==> src/rtl/shared_mem_ctrl.sv <==
// Shared-memory controller: in-order request FIFO feeding a write/read FSM over a register array.
// Optional build macro WR_ACK_EN adds a resp_wr port and a one-cycle acknowledge pulse per write.
module shared_mem_ctrl #(
  parameter int ADDR_W = 8,
  parameter int DATA_W = 8,
  parameter int DEPTH  = 4,
  parameter int RD_LAT = 2
) (
  input  logic              clk,
  input  logic              rst,
  input  logic              req_valid,
  input  logic              req_op,
  input  logic [ADDR_W-1:0] req_addr,
  input  logic [DATA_W-1:0] req_data,
  output logic              req_ready,
  output logic              resp_valid,
  output logic [ADDR_W-1:0] resp_addr,
  output logic [DATA_W-1:0] resp_data,
`ifdef WR_ACK_EN
  output logic              resp_wr,
`endif
  output logic              busy
);

  localparam int WORDS = 1 << ADDR_W;
  localparam int PTR_W = (DEPTH > 1) ? $clog2(DEPTH) : 1;
  localparam int CNT_W = PTR_W + 1;
  localparam int LAT_W = (RD_LAT > 1) ? $clog2(RD_LAT) : 1;

  generate
    if (RD_LAT < 1) begin : g_lat_check
      $error("shared_mem_ctrl: RD_LAT must be >= 1");
    end
  endgenerate

  typedef enum logic [1:0] {IDLE, WRITE, READ} state_t;

  state_t              state_reg, state_next;
  logic                fifo_op   [DEPTH];
  logic [ADDR_W-1:0]   fifo_addr [DEPTH];
  logic [DATA_W-1:0]   fifo_data [DEPTH];
  logic [PTR_W-1:0]    wr_ptr_reg, rd_ptr_reg;
  logic [CNT_W-1:0]    count_reg;
  logic [LAT_W-1:0]    lat_cnt_reg;
  logic [ADDR_W-1:0]   addr_reg;
  logic [DATA_W-1:0]   data_reg;
  logic [DATA_W-1:0]   mem [WORDS];
  logic                push, pop;

  assign req_ready = !rst && (count_reg != CNT_W'(DEPTH));
  assign push      = req_valid && req_ready;
  assign pop       = (state_reg == IDLE) && (count_reg != '0);
  assign busy      = (count_reg != '0) || (state_reg != IDLE);

  always_comb begin
    state_next = state_reg;
    case (state_reg)
      IDLE:    if (count_reg != '0) state_next = fifo_op[rd_ptr_reg] ? WRITE : READ;
      WRITE:   state_next = IDLE;
      READ:    if (lat_cnt_reg == '0) state_next = IDLE;
      default: state_next = IDLE;
    endcase
  end

  always_ff @(posedge clk) begin
    if (rst) state_reg <= IDLE;
    else     state_reg <= state_next;
  end

  // FIFO storage is not reset; only the pointers/count define validity.
  always_ff @(posedge clk) begin
    if (!rst && push) begin
      fifo_op[wr_ptr_reg]   <= req_op;
      fifo_addr[wr_ptr_reg] <= req_addr;
      fifo_data[wr_ptr_reg] <= req_data;
    end
  end

  always_ff @(posedge clk) begin
    if (rst) begin
      wr_ptr_reg  <= '0;
      rd_ptr_reg  <= '0;
      count_reg   <= '0;
      lat_cnt_reg <= '0;
      addr_reg    <= '0;
      data_reg    <= '0;
      resp_valid  <= 1'b0;
      resp_addr   <= '0;
      resp_data   <= '0;
`ifdef WR_ACK_EN
      resp_wr     <= 1'b0;
`endif
    end else begin
      resp_valid <= 1'b0;
      if (push) wr_ptr_reg <= wr_ptr_reg + 1'b1;
      if (pop) begin
        rd_ptr_reg  <= rd_ptr_reg + 1'b1;
        addr_reg    <= fifo_addr[rd_ptr_reg];
        data_reg    <= fifo_data[rd_ptr_reg];
        lat_cnt_reg <= LAT_W'(RD_LAT - 1);
      end
      if (push && !pop)      count_reg <= count_reg + 1'b1;
      else if (!push && pop) count_reg <= count_reg - 1'b1;

      if (state_reg == READ) begin
        if (lat_cnt_reg != '0) begin
          lat_cnt_reg <= lat_cnt_reg - 1'b1;
        end else begin
          resp_valid <= 1'b1;
          resp_addr  <= addr_reg;
          resp_data  <= mem[addr_reg];
`ifdef WR_ACK_EN
          resp_wr    <= 1'b0;
`endif
        end
      end
`ifdef WR_ACK_EN
      if (state_reg == WRITE) begin
        resp_valid <= 1'b1;
        resp_wr    <= 1'b1;
        resp_addr  <= addr_reg;
        resp_data  <= data_reg;
      end
`endif
    end
  end

  // One register per word so the whole array clears on reset.
  generate
    for (genvar gi = 0; gi < WORDS; gi++) begin : g_mem
      always_ff @(posedge clk) begin
        if (rst)
          mem[gi] <= '0;
        else if (state_reg == WRITE && addr_reg == ADDR_W'(gi))
          mem[gi] <= data_reg;
      end
    end
  endgenerate

endmodule

==> config.mk <==
export PLATFORM = sky130hd
export DESIGN_NAME = shared_mem_ctrl
export DESIGN_NICKNAME = d
export VERILOG_FILES = /design/src/rtl/shared_mem_ctrl.sv
export SDC_FILE = /design/constraint.sdc
export NUM_CORES = 2
export LEC_CHECK = 0
export BUFFER_PORTS_ARGS = -buffer_cell sky130_fd_sc_hd__buf_2
export CORE_MARGIN = 4
export CORE_UTILIZATION = 41
export CTS_BUF_LIST = sky130_fd_sc_hd__clkbuf_16
export CTS_CLUSTER_SIZE = 28
export DETAILED_ROUTE_END_ITERATION = 6
export REMOVE_ABC_BUFFERS = 1
export SLEW_MARGIN = 20
export SYNTH_ARGS = -nofsm -noshare
export SYNTH_HDL_FRONTEND = slang
export SYNTH_SLANG_ARGS = --single-unit
==> constraint.sdc <==
create_clock -name clk -period 3.6 [get_ports clk]
set_input_delay 0.72 -clock clk [delete_from_list [all_inputs] [get_ports clk]]
set_output_delay 0.72 -clock clk [all_outputs]
set_load 0.005 [all_outputs]
# Word level (Yosys, flattened, before mapping)

Memories as Yosys holds them, arrays and structs flattened. A register that Yosys moved wholly into a read port is not among the register bits.
Index checks and enable logic that the tools add are counted.

$add $sub $neg: 5
Equal/unequal tests: 260
Mux-type cells: 1040
Bitwise operators: 258
Reduce and logical (&&, ||, !) cells: 274

Operators with widths:

| cell                | count |
|---|---|
| $mux 8              | 256 |
| $eq 8x8->1 const B  | 128 |
| $mux 1              | 776 |
| $eq 8x7->1 const B  | 64 |
| $logic_and 1x1->1   | 262 |
| $eq 8x6->1 const B  | 32 |
| $or 1x1->1          | 256 |
| $eq 8x5->1 const B  | 16 |
| $eq 8x4->1 const B  | 8 |
| $eq 8x3->1 const B  | 4 |
| $eq 8x2->1 const B  | 2 |
| $mux 2              | 5 |
| $eq 8x1->1 const B  | 1 |
| $logic_not 8->1     | 1 |
| $mux 3              | 2 |
| $add 2x1->2 const B | 2 |
| $pmux 2 s2          | 1 |
| $reduce_and 2->1    | 2 |
| $reduce_bool 2->1   | 2 |
| $add 3x1->3 const B | 1 |
| $logic_not 1->1     | 3 |
| $ne 3x3->1 const B  | 1 |
| $reduce_bool 3->1   | 1 |
| $sub 3x1->3 const B | 1 |
| other kinds (9)     | 10 |

Register bits after elaboration: 19
RAM bits: 2116
Bits of input ports: 20
Word-level logic and storage cells: 1848
Memories kept: 4

Memory list:

| name      | words | width | read ports | clocked after memory_dff | wr ports | line | text |
|---|---|---|---|---|---|---|---|
| mem       | 256   | 8     | 1          | 1                        | 256      | 47   | `logic [DATA_W-1:0] mem [WORDS];` |
| fifo_addr | 4     | 8     | 1          | 1                        | 1        | 40   | `logic [ADDR_W-1:0] fifo_addr [DEPTH];` |
| fifo_data | 4     | 8     | 1          | 1                        | 1        | 41   | `logic [DATA_W-1:0] fifo_data [DEPTH];` |
| fifo_op   | 4     | 1     | 1          | 1                        | 1        | 39   | `logic fifo_op [DEPTH];` |

# Depth between registers and ports, before layout

Depth after elaboration: 7
Depth in mapped cells: 12
Gate-level depth less buffers: 9

# Worst setup path before layout

Ideal clock, no wire load.

Path type: input-to-reg
Start point: input port rst
End point: register count_reg[2]
Setup time: 0.070 ns
Arrival: 2.674 ns
Required time: 3.530 ns
Setup slack: 0.856 ns
Stages: 10
Cell sequence: buf_1 > a21oi_1 > and2_1 > clkbuf_1 > ha_1 > inv_1 > fa_1 > xor2_1 > or3_1 > a21oi_1

Longest elaborated chain between the ends: 6
Elaborated cells on any way between the ends: 8
Classes of those cells: 1 x mux; 7 x reduce/logical

RTL lines:

| item                               | line | text |
|---|---|---|
| start: declaration                 | 10   | `input logic rst,` |
| $logic_not 1->1 (*)                | 50   | `assign req_ready = !rst && (count_reg != CNT_W'(DEPTH));` |
| $logic_and 1x1->1 (*)              | 50   |  |
| via req_ready                      | 15   | `output logic req_ready,` |
| $logic_and 1x1->1 (*)              | 51   | `assign push = req_valid && req_ready;` |
| via push                           | 48   | `logic push, pop;` |
| $logic_not 1->1                    | 103  | `else if (!push && pop) count_reg <= count_reg - 1'b1;` |
| $logic_and 1x1->1                  | 103  |  |
| $reduce_bool 2->1 (no source line) | n/a  |  |
| end signal: assignment             | 102  | `if (push && !pop) count_reg <= count_reg + 1'b1;` |
| end signal: assignment             | 103  |  |
| end: declaration                   | 43   | `logic [CNT_W-1:0] count_reg;` |

Mark *: on every way through the listed nets, which the timed path passes. The rest lies on a longest branch.
A chain may end at the register's enable or synchronous reset.

==> reports/qor.yml <==
drtIter0Drc: 8028
ir_worst_vdd_mv: 0.563
worstSetupEndpointType: "flop"
startpoint: "addr_reg[1]"
final_util_pct: 46.7
yosys.area.top_type: "edfxtp_1"
die_x_um: 503
multiInputGateArea_sq_um: 32500
most-common-layout-cells: "edfxtp_1, and3_1, mux4_2, buf_4, and2_1"
final_common_cell: "edfxtp_1"
grt_pass1_wl_um: 447000
wire_per_inst_um: 30.1
worst-slew-pin-transition_ns: 1.15
cts-root-buf: "clkbuf_16"
cts_tree: "done"
crit_end: "resp_data[5]"
finClkSkew_ns: 0.0782
cp.required_ns: 4.34
synth_top_area_share_pct: 63.3
reg_top3: "mem (2048), fifo_addr (32), fifo_data (32)"
r2r-end: "resp_data[5]"
grt_max_degree: 129
async_flop_share_pct: 0
reg2reg_from: "addr_reg[1]"
place_congestion: 0.872
dp_hpwl_um: 192000
cts.sinks: 2161
numCtsBuffers: 222
drt_wl_total_um: 306000
postRouteAntennaNets: 0
power_mw: 74.9
grt.overflow.total: 0
finalCriticalPeriod_ns: 3.48
io_pins: 39
crit_type: "flop to flop"
relSlewSlack_pct: 23.3
clk_pin_slew_ns: 0.06
grt_pass1_vias: 62700
status: "finished clean"
final-seq-area_sq_um: 64500
vias: 62500
syn-instance-count: 6897
cp.arrival_ns: 4.22
power.density_nw_per_um2: 658
globalRouteTotalUtil_pct: 23.9
rsz0062_at_grt: "no"
drive_above_1_share_pct: 20.6
max_freq_mhz: 287
largest_reg_flops: 2048
first_pass_iters: 6
core_sq_um: 243000
rows: 181
p_leak_nw: 46.6
cts_max_level: 4
finalMaxSlewViolations: 0
remaining_drc_errors: 0
largest_register: "mem"
via_per_inst: 6.16
synth_edf_count: 2116
die_area_sq_um: 253000
ys_seq_elements: 2161
synth_ff_type: "edfxtp_1"
yosysSeqAreaShare_pct: 64.2
area_delta_synth_final_pct: 13.3
portBuffers: 38
ctsLongestPathBuffers: 3
synth.avg_cell_area_sq_um: 14.6
initial_core_util_pct: 41.3
hold_violations: 0
die_h_um: 503
yosysWarnings: 0
startpoint_type: "flop"
syn_area_sq_um: 100000
critPathMaxFanout: 7
hold_depth: 1
fillers: 20700
ff2ff_setup_slack_ns: 0.12
worst_r2r_path_depth: 12
setup_violations: 0
cap_violations: 0
synthTopCellsByArea: "edfxtp_1, and3_1, mux4_2, clkbuf_1, mux2i_1"
clkLatencyLatePin_ns: 0.90
antenna_found_initial: 13
post-route-period-util_pct: 96.8
final_nets: 6785
hp-class: "input pin to flop"
synth.distinct_cells: 65
-- critical path: stages, from the launching register on --
cell and delay (ns):
dfxtp_4 0.56, buf_12 0.18, buf_4 0.14, buf_4 0.20
mux2i_1 0.38, nand2_1 0.10, o2111ai_1 0.22, buf_4 0.19
nand4_1 0.17, a211o_1 0.28, nor4_1 0.59, buf_4 0.22
a41oi_1 0.12
-- cells in the mapped netlist, drive strengths merged, types with 5 or more instances --
library cell and number:
o211ai 7, edfxtp 2116, nor4 6, mux2i 189
clkbuf 734, ha 5, a311oi 14, a32o 11
a32oi 28, a211o 6, and3 1805, mux2 31
buf 178, a22oi 47, o22a 9, o221ai 7
o22ai 29, a21oi 58, o21ai 29, a21o 180
nand3 54, dfxtp 45, nand2 211, nor2b 13
or3 6, nor2 114, nand2b 12, a221oi 20
a22o 8, a31oi 17, o21bai 78, mux4 469
nor3 25, a211oi 8, inv 5, nand4 13
and2 265, or2 5
-- layout make-up --
cell class,count,share of cell area [%]
clock buffers,224,4.93
flip-flops and latches,2161,56.7
clock inverters,182,1.42
inverters,6,0.0220
multi-input cells,3818,28.6
diodes,5,0.0110
repair buffers,550,4.84
well taps,3202,3.52
-- worst min-delay path by stage --
stage,from,end,slack (ns)
after floorplan,resp_addr[0],resp_addr[0],0.45
after global placement,resp_addr[1],resp_addr[1],0.44
after detailed placement,resp_addr[1],resp_addr[1],0.45
after CTS,req_addr[6],fifo_addr[2][6],0.001
after global routing,req_addr[2],fifo_addr[0][2],0.03
final,req_addr[6],fifo_addr[2][6],0.07
-- power by group --
part	switching (mW)	total, mW	internal, mW	leakage (nW)
Combinational	13.9	21.9	8.01	20.8
Sequential	1.40	30.0	28.6	22.2
Clock	10.1	23.1	13.0	3.64
-- per-layer routing --
| metal | GRT usage, % | routed length (um) | part of all wire [%] |
|---|---|---|---|
| met2 | 38.5 | 146000 | 48 |
| met3 | 4.02 | 25300 | 8.3 |
| met5 | 0 | 0 | 0 |
| met4 | 8.24 | 11100 | 3.6 |
| met1 | 33.0 | 123000 | 40 |
-- through the flow --
stage                     area [sq um]  hold slack [ns]  setup TNS [ns]  setup slack [ns]  instances
final                           114000           0.0711               0             0.115      10100
after global placement          106000            0.444          -0.771            -0.673       9712
after global routing            114000           0.0312               0            0.0659      10100
after CTS                       114000         0.000983               0            0.0521      10100
after detailed placement        106000            0.447         -0.0645           -0.0645       9713
after floorplan                  96700            0.447               -            -18.69       5985
-- what timing repair did --
| action | CTS | global route |
|---|---|---|
| setup buffers | 4 | 10 |
| cloned | 0 | 0 |
| endpoints found under the setup margin | 2 | 4 |
| resized for setup | 1 | 1 |
| hold buffers | 10 | 0 |
| hold endpoints to repair | 37 | 0 |
-- kinds of logic after synthesis --
logic type,Yosys count,synth area share (%)
mux,689,12.7
fa+ha+maj,6,0.0822
simple gates,2538,14.9
flops,2161,64.2
xor+xnor,5,0.0436
compound gates,580,4.24
buf+inv,918,3.79
Power figures use the tool's default switching activity.
